--- src/rtl/noc_pkg.sv ---
// Shared NoC link definitions: flit layout, packet states and buffer depth.
package noc_pkg;

  localparam int unsigned FLIT_W        = 16;
  localparam int unsigned TAIL_BIT      = 15;
  localparam int unsigned HEAD_BIT      = 14;
  // Depth of the neighbour input FIFO; also the reset credit count.
  localparam int unsigned NOC_BUF_DEPTH = 5;

  typedef logic [FLIT_W-1:0] flit_t;

  typedef enum logic [0:0] {
    IDLE = 1'b0,
    BUSY = 1'b1
  } pkt_state_t;

endpackage

--- src/rtl/noc_credit_counter.sv ---
// Saturating up/down credit counter with ready flag and sticky overflow error.
module noc_credit_counter #(
  parameter int unsigned CREDITS = noc_pkg::NOC_BUF_DEPTH,
  parameter int unsigned CNT_W   = $clog2(CREDITS + 1)
) (
  input  logic             clk,
  input  logic             rst_n,
  input  logic             take_i,
  input  logic             credit_i,
  output logic             ready_c,
  output logic [CNT_W-1:0] cnt_o,
  output logic             error_o
);

  logic [CNT_W-1:0] cnt_d, cnt_q;
  logic             err_d, err_q;

  always_comb begin
    cnt_d = cnt_q;
    err_d = err_q;
    if (take_i && !credit_i) begin
      cnt_d = cnt_q - CNT_W'(1);
    end else if (!take_i && credit_i) begin
      // A credit beyond the buffer depth is a protocol violation: saturate and flag.
      if (cnt_q == CNT_W'(CREDITS)) begin
        err_d = 1'b1;
      end else begin
        cnt_d = cnt_q + CNT_W'(1);
      end
    end
  end

  always_ff @(posedge clk) begin
    if (!rst_n) begin
      cnt_q <= CNT_W'(CREDITS);
      err_q <= 1'b0;
    end else begin
      cnt_q <= cnt_d;
      err_q <= err_d;
    end
  end

  assign ready_c = (cnt_q != '0);
  assign cnt_o   = cnt_q;
  assign error_o = err_q;

endmodule

--- src/rtl/noc_output_port.sv ---
// NoC router output port: credit-flow-controlled flit register with packet lock.
module noc_output_port #(
  parameter int unsigned FLIT_W  = noc_pkg::FLIT_W,
  parameter int unsigned CREDITS = noc_pkg::NOC_BUF_DEPTH,
  parameter int unsigned CNT_W   = $clog2(CREDITS + 1)
) (
  input  logic              clk,
  input  logic              rst_n,
  input  logic [FLIT_W-1:0] data_i,
  input  logic              valid_i,
  output logic              ready_o,
  output logic              lock_o,
  output logic [FLIT_W-1:0] data_o,
  output logic              write_en_o,
  input  logic              credit_i,
  output logic [CNT_W-1:0]  credit_cnt_o,
  output logic              error_o
);

  import noc_pkg::*;

  logic              xfer_c;
  logic              ready_c;
  logic              tail_c;
  pkt_state_t        state_d, state_q;
  logic              lock_d, lock_q;
  logic [FLIT_W-1:0] data_d, data_q;
  logic              we_d, we_q;

  noc_credit_counter #(
    .CREDITS (CREDITS),
    .CNT_W   (CNT_W)
  ) u_credit (
    .clk      (clk),
    .rst_n    (rst_n),
    .take_i   (xfer_c),
    .credit_i (credit_i),
    .ready_c  (ready_c),
    .cnt_o    (credit_cnt_o),
    .error_o  (error_o)
  );

  assign xfer_c = valid_i && ready_c;
  assign tail_c = data_i[TAIL_BIT];

  // Packet FSM advances only on accepted flits; head bit is not inspected.
  always_comb begin
    state_d = state_q;
    data_d  = data_q;
    we_d    = 1'b0;
    if (xfer_c) begin
      data_d = data_i;
      we_d   = 1'b1;
      case (state_q)
        IDLE:    if (!tail_c) state_d = BUSY;
        BUSY:    if (tail_c)  state_d = IDLE;
        default: state_d = IDLE;
      endcase
    end
    lock_d = (state_d == BUSY);
  end

  always_ff @(posedge clk) begin
    if (!rst_n) begin
      state_q <= IDLE;
      lock_q  <= 1'b0;
      data_q  <= '0;
      we_q    <= 1'b0;
    end else begin
      state_q <= state_d;
      lock_q  <= lock_d;
      data_q  <= data_d;
      we_q    <= we_d;
    end
  end

  assign ready_o    = ready_c;
  assign lock_o     = lock_q;
  assign data_o     = data_q;
  assign write_en_o = we_q;

endmodule

--- config.mk ---
export PLATFORM = sky130hd
export DESIGN_NAME = noc_output_port
export DESIGN_NICKNAME = d
export VERILOG_FILES = /design/src/rtl/noc_pkg.sv /design/src/rtl/noc_credit_counter.sv /design/src/rtl/noc_output_port.sv
export SDC_FILE = /design/constraint.sdc
export NUM_CORES = 1
export LEC_CHECK = 0
export CAP_MARGIN = 20
export CORE_MARGIN = 2
export CORE_UTILIZATION = 41
export CTS_CLUSTER_SIZE = 30
export DETAILED_ROUTE_END_ITERATION = 6
export GPL_TIMING_DRIVEN = 0
export PLACE_DENSITY = 0.77
export SYNTH_ARGS = -nofsm -noshare
export SYNTH_HDL_FRONTEND = slang
export SYNTH_SLANG_ARGS = --single-unit
--- constraint.sdc ---
create_clock -name clk -period 3.2 [get_ports clk]
set_clock_uncertainty 0.2 [all_clocks]
set_input_delay 0.96 -clock clk [delete_from_list [all_inputs] [get_ports clk]]
set_output_delay 0.96 -clock clk [all_outputs]
set_load 0.1 [all_outputs]
Word-level counts from Yosys, hierarchy flattened. Cells that the tools add are included.

Register bits: 22. Word-level logic and storage cells: 24. Output and inout port bits: 23. Input bits: 20.

Muxes and demuxes: 5. Reduce and logical (&&, ||, !) cells: 9. Add/sub/neg operators: 2. Equal/unequal tests: 2. Bitwise operators: 1.

Operators with widths (number): $mux W3 (3); $add A3 B1 Y3 const B (1); $eq A3 B3 Y1 const B (1); $logic_and A1 B1 Y1 (3); $reduce_and A3 Y1 (1); $reduce_bool A3 Y1 (1); $sub A3 B1 Y3 const B (1); $logic_not A1 Y1 (2); $mux W1 (2); $ne A2 B1 Y1 const B (1); $reduce_and A2 Y1 (1); $reduce_bool A2 Y1 (1); $not A1 Y1 (1).

Depth between registers and ports, before layout.
Depth after elaboration: 6. Gate-level depth with buffers: 9. Gate-level depth less buffers: 7.

Modules after synthesis. Synthesis repeated with hierarchy kept, for this count alone.

Cell total of the unflattened synthesis: 111. Area total of the unflattened synthesis: 1018.5 sq um.

Modules (own cells, without submodules): noc_output_port (seq. area each 360.3 sq um, times used 1, area each 745.7 sq um, cells an instance 81); noc_credit_counter (seq. area each 80.1 sq um, times used 1, area each 272.8 sq um, cells an instance 30).

Worst setup path before layout. OpenSTA, ideal clock, no wires.

Path kind: reg-to-output. Start: reg u_credit.cnt_q[0], in the netlist u_credit.cnt_o[0]. End: out ready_o. Arrival time: 1803 ps. Data required time: 2040 ps. Path buffers: 0. Slack: 237 ps. Stages on the path, launching flop included: 2. Path through: dfxtp_1 or3_1.

Word-level cells in the longest chain between the ends: 1.

RTL lines: from (decl) (RTL line noc_credit_counter.sv:15) `logic [CNT_W-1:0] cnt_d, cnt_q;`; from (signal assigned) (RTL line noc_credit_counter.sv:35) `cnt_q <= CNT_W'(CREDITS);`; from (signal assigned) (RTL line noc_credit_counter.sv:38) `cnt_q <= cnt_d;`; $reduce_bool A3 Y1 (RTL line noc_credit_counter.sv:43) `assign ready_c = (cnt_q != '0);`; to (decl) (RTL line noc_output_port.sv:11) `output logic ready_o,`.

No other way between the ends.

Worst setup path after layout.
Start: in valid_i. End: reg u_credit.cnt_q[2], in the netlist u_credit.cnt_o[2].

Word-level cells in the longest chain between the ends: 5. Elaborated cells on any way between the ends: 8. Classes of those cells: 1 x eq/ne; 1 x mux; 6 x reduce/logical.

RTL lines: from (decl) (RTL line noc_output_port.sv:10) `input logic valid_i,`; $logic_and A1 B1 Y1 * (RTL line noc_output_port.sv:43) `assign xfer_c = valid_i && ready_c;`; via u_credit.take_i (RTL line noc_credit_counter.sv:8) `input logic take_i,`; $logic_not A1 Y1 (RTL line noc_credit_counter.sv:23) `end else if (!take_i && credit_i) begin`; $logic_and A1 B1 Y1 (RTL line noc_credit_counter.sv:23); $reduce_bool A2 Y1 (no source line); $reduce_and A2 Y1 (no source line).

The timed path passes the listed nets; every way through them passes the cells marked *. A chain may end at the register's enable or synchronous reset.

==> out/summary.md <==
* complete, no violations — status
* 105 — instance count of the mapped netlist
* 0.725 — final weighted congestion in routability-driven placement
* u_credit.cnt_o[2] — end point of the critical path
* 0 — Post-CTS Repair Setup Buffers
* 43 — num ports
* 0.78 ns — setup slack, reg-to-reg
* 0.45 ns — stage delay of the slowest cell on the critical path
* 0 — number of antenna violations at the first check in global routing
* 0 — number of maximum-capacitance violations
* primary input to flop — Setup Crit Path Kind
* yes — CTS tree
* 33.9% — relative max-transition margin
* 440 sq um — FF/Latch Area
* 4 — Critical path buffers and inverters
* 881 — via count
* 9.83 sq um — mean cell area of the mapped netlist
* clkdlybuf4s50_1 > o31a_1 > buf_6 > buf_6 > ha_1 > inv_1 > fa_1 > xor2_1 > o41a_1 — list of cells traversed by the critical path
* valid_i — timing startpoint of the critical path
* 2.22 mm — total detailed-routing wirelength
* 22 — Synth Register Bits
* 0 — max-slew violations
* flop to flop — class of the most critical hold timing path
* 2930 sq um — area of the die
* 3.21 ns — Worst Path Required
* 4.87 — mean number of vias per cell
* 16.7% — Overall Global Routing Usage
* false — unrepaired setup endpoints after global routing
* 10 — largest fanout of any net on the critical path
* 54.2 microns — die outline height
* 0.13 ns — clock slew at reported path FFs
* 766 uW — Design Power
* 18 — number of placement rows
* clkdlybuf4s50_1 — critical path's slowest cell
* 3.06 ns — Period minus WS final
* 0% — Async S/R FF share, synth
* 0 — remaining design rule violation count
* 0.299 mV — Max VDD drop
* clkbuf_4 — Root Buffer
* 22 — Clock Sinks
* 1490 sq um — placed instance area
* 1030 sq um — post-synthesis instance area
* 95.6% — fin crit share
* 0 — Hold Violations, Final
* 501 nW/um^2 — Power Dens Cells
* 509 sq um — multi-input logic area
* 128 — net count after synthesis
* 9 — Worst path depth
* flop — crit end category
* 26.5% — layout cell share with drive strength beyond 1
* 1.69 mm — Detail Placement HPWL
* 42 — count of buffers from port buffering
* u_credit.cnt_o[0] — FF-to-FF Start
* 175 — final net count
* 42.7% — part of the Yosys area used for sequential elements
* 2 — iteration-0 DRC count of the detailed router
* 62.9% — core occupancy in the finished layout
* 0 — residual antenna-violating net count after detailed routing
* 0 — count of flip-flops with a built-in enable after synthesis
* 0.579 nW — leakage power total
* buffers and inverters — kind of cell with the highest combined delay on the critical path
* 2 — Max Buffers Root-to-Sink
* 0 — Ys Warns
* 0.30 ns — clock latency at the later pin of the worst-skew pair
* 1530 sq um — summed area of non-filler cells in the final layout
* 219 — # fillers
* 0 — quantity of gates resized following cts
* 26 — post-synthesis cell type count
* buf_6 — Most common cell on crit path
* 3.49 mm — global-route wire length before repair
* 0 — final setup violating endpoints
* 0.989 ns — Worst Tran Pin Value
* 3.07 ns — Critical Path AT
* 13 — largest net degree at the start of global routing
* 54.2 microns — width of the die
* 1 — H-tree depth reported by CTS
* u_credit.cnt_o[2] — worst reg2reg path endpoint
* 797 — number of global-route vias before repair
* 0 — diodes inserted
* 12.3 microns — Avg WL per Cell
* 48.1% — area growth from synthesis to layout
* primary input — startpoint kind of the worst setup timing path
* 2430 sq um — core region area
* 8 — number of cells on the worst reg-to-reg path
* 0 — number of hold buffers added after CTS
* 0.327 GHz — highest attainable clock frequency
* 0 — Congestion Overflow GR
* 42.4% — starting density of the core
* 4 — number of iterations in the first detailed-routing pass
* 3 — number of buffers added by the clock tree synthesis step
* dfxtp_1 — dominant register cell in the synthesized netlist
state kept, by name, summed over array words and instances (netlist names):
signal            cells
lock_o                1
data_o               16
write_en_o            1
u_credit.cnt_o        3
u_credit.error_o      1
Yosys cell counts, types with 2 or more instances:
master	count	area, sq um
dfxtp_1	22	440
nand2_1	18	67.6
o21ai_2	16	140
nand3_2	11	110
nand3_1	5	25.0
buf_6	4	45.0
inv_1	4	15.0
buf_2	3	15.0
and2_1	2	12.5
ha_1	2	25.0
nor2b_1	2	12.5
o21ai_0	2	10.0
per-layer routing:
metal	vias to the layer above	GRT usage (%)	share of wire, %
li1	453	-	-
met1	397	21.1	45
met2	29	26.5	48
met3	2	4.44	7.1
met4	0	7.50	0.54
met5	-	0	0
cells by family (layout without fill, tap and decap cells):
kind of cell               count (synthesis)  in the layout  synth area share [%]
adders and majority gates                  3              3                  4.36
xor gates and xnor gates                   1              1                 0.849
DFF                                       22             22                  42.7
buffers and inverters                     13             59                  8.00
AOI/OAI and AO/OA                         24             24                  19.0
and+or+nand+nor                           42             42                  25.1
placed cells by master, fill, tap and decap left out, drive strengths merged:
cell / instances
clkdlybuf4s50: 41
dfxtp: 22
o21ai: 19
nand2: 18
nand3: 16
buf: 7
inv: 5
clkbuf: 5
and2: 2
nor2b: 2
ha: 2
a21oi: 2
o31a: 1
or3: 1
and4bb: 1
xor2: 1
o41a: 1
o31ai: 1
nor3: 1
and2b: 1
fa: 1
dlymetal6s2s: 1
worst min-delay path, stage by stage (launching register included):
cell,delay (ns)
dfxtp_1,0.33
nand2_1,0.06
o21ai_2,0.05
worst min path at each step:
stage	slack, ns	cells past startpoint	to	startpoint
2_1_floorplan	0.71	2	data_o[10]	data_o[10]
3_3_place_gp	0.25	2	data_o[11]	data_o[11]
3_5_place_dp	0.25	2	data_o[15]	data_o[15]
4_1_cts	0.27	2	data_o[15]	data_o[15]
5_1_grt	0.28	2	data_o[12]	data_o[12]
6_report	0.26	2	data_o[14]	data_o[14]
power breakdown:
| part | leakage (nW) | internal [mW] | switching (mW) |
|---|---|---|---|
| clock | 0.0210 | 0.0694 | 0.0834 |
| combinational | 0.377 | 0.0892 | 0.215 |
| sequential | 0.181 | 0.295 | 0.0143 |
| total | 0.579 | 0.453 | 0.313 |
stage by stage:
stage | instances | worst slack, ns | hold WS (ns) | setup TNS, ns
after global placement | 177 | -0.155 | 0.246 | -0.155
after global routing | 181 | 0.0452 | 0.282 | 0
after detailed placement | 177 | -0.206 | 0.252 | -0.260
after CTS | 181 | 0.00770 | 0.270 | 0
after floorplan | 105 | 0.237 | 0.707 | 0
final | 181 | 0.140 | 0.265 | 0
cell type report:
type | count | area share (%)
plain buffers | 8 | 4.17
clock buffers | 4 | 2.37
inverters | 5 | 1.23
multi-input cells | 70 | 33.3
flip-flops and latches | 22 | 28.8
well taps | 30 | 2.45
repair buffers | 42 | 27.7
No activity file was read; power rests on OpenSTA's default activity.
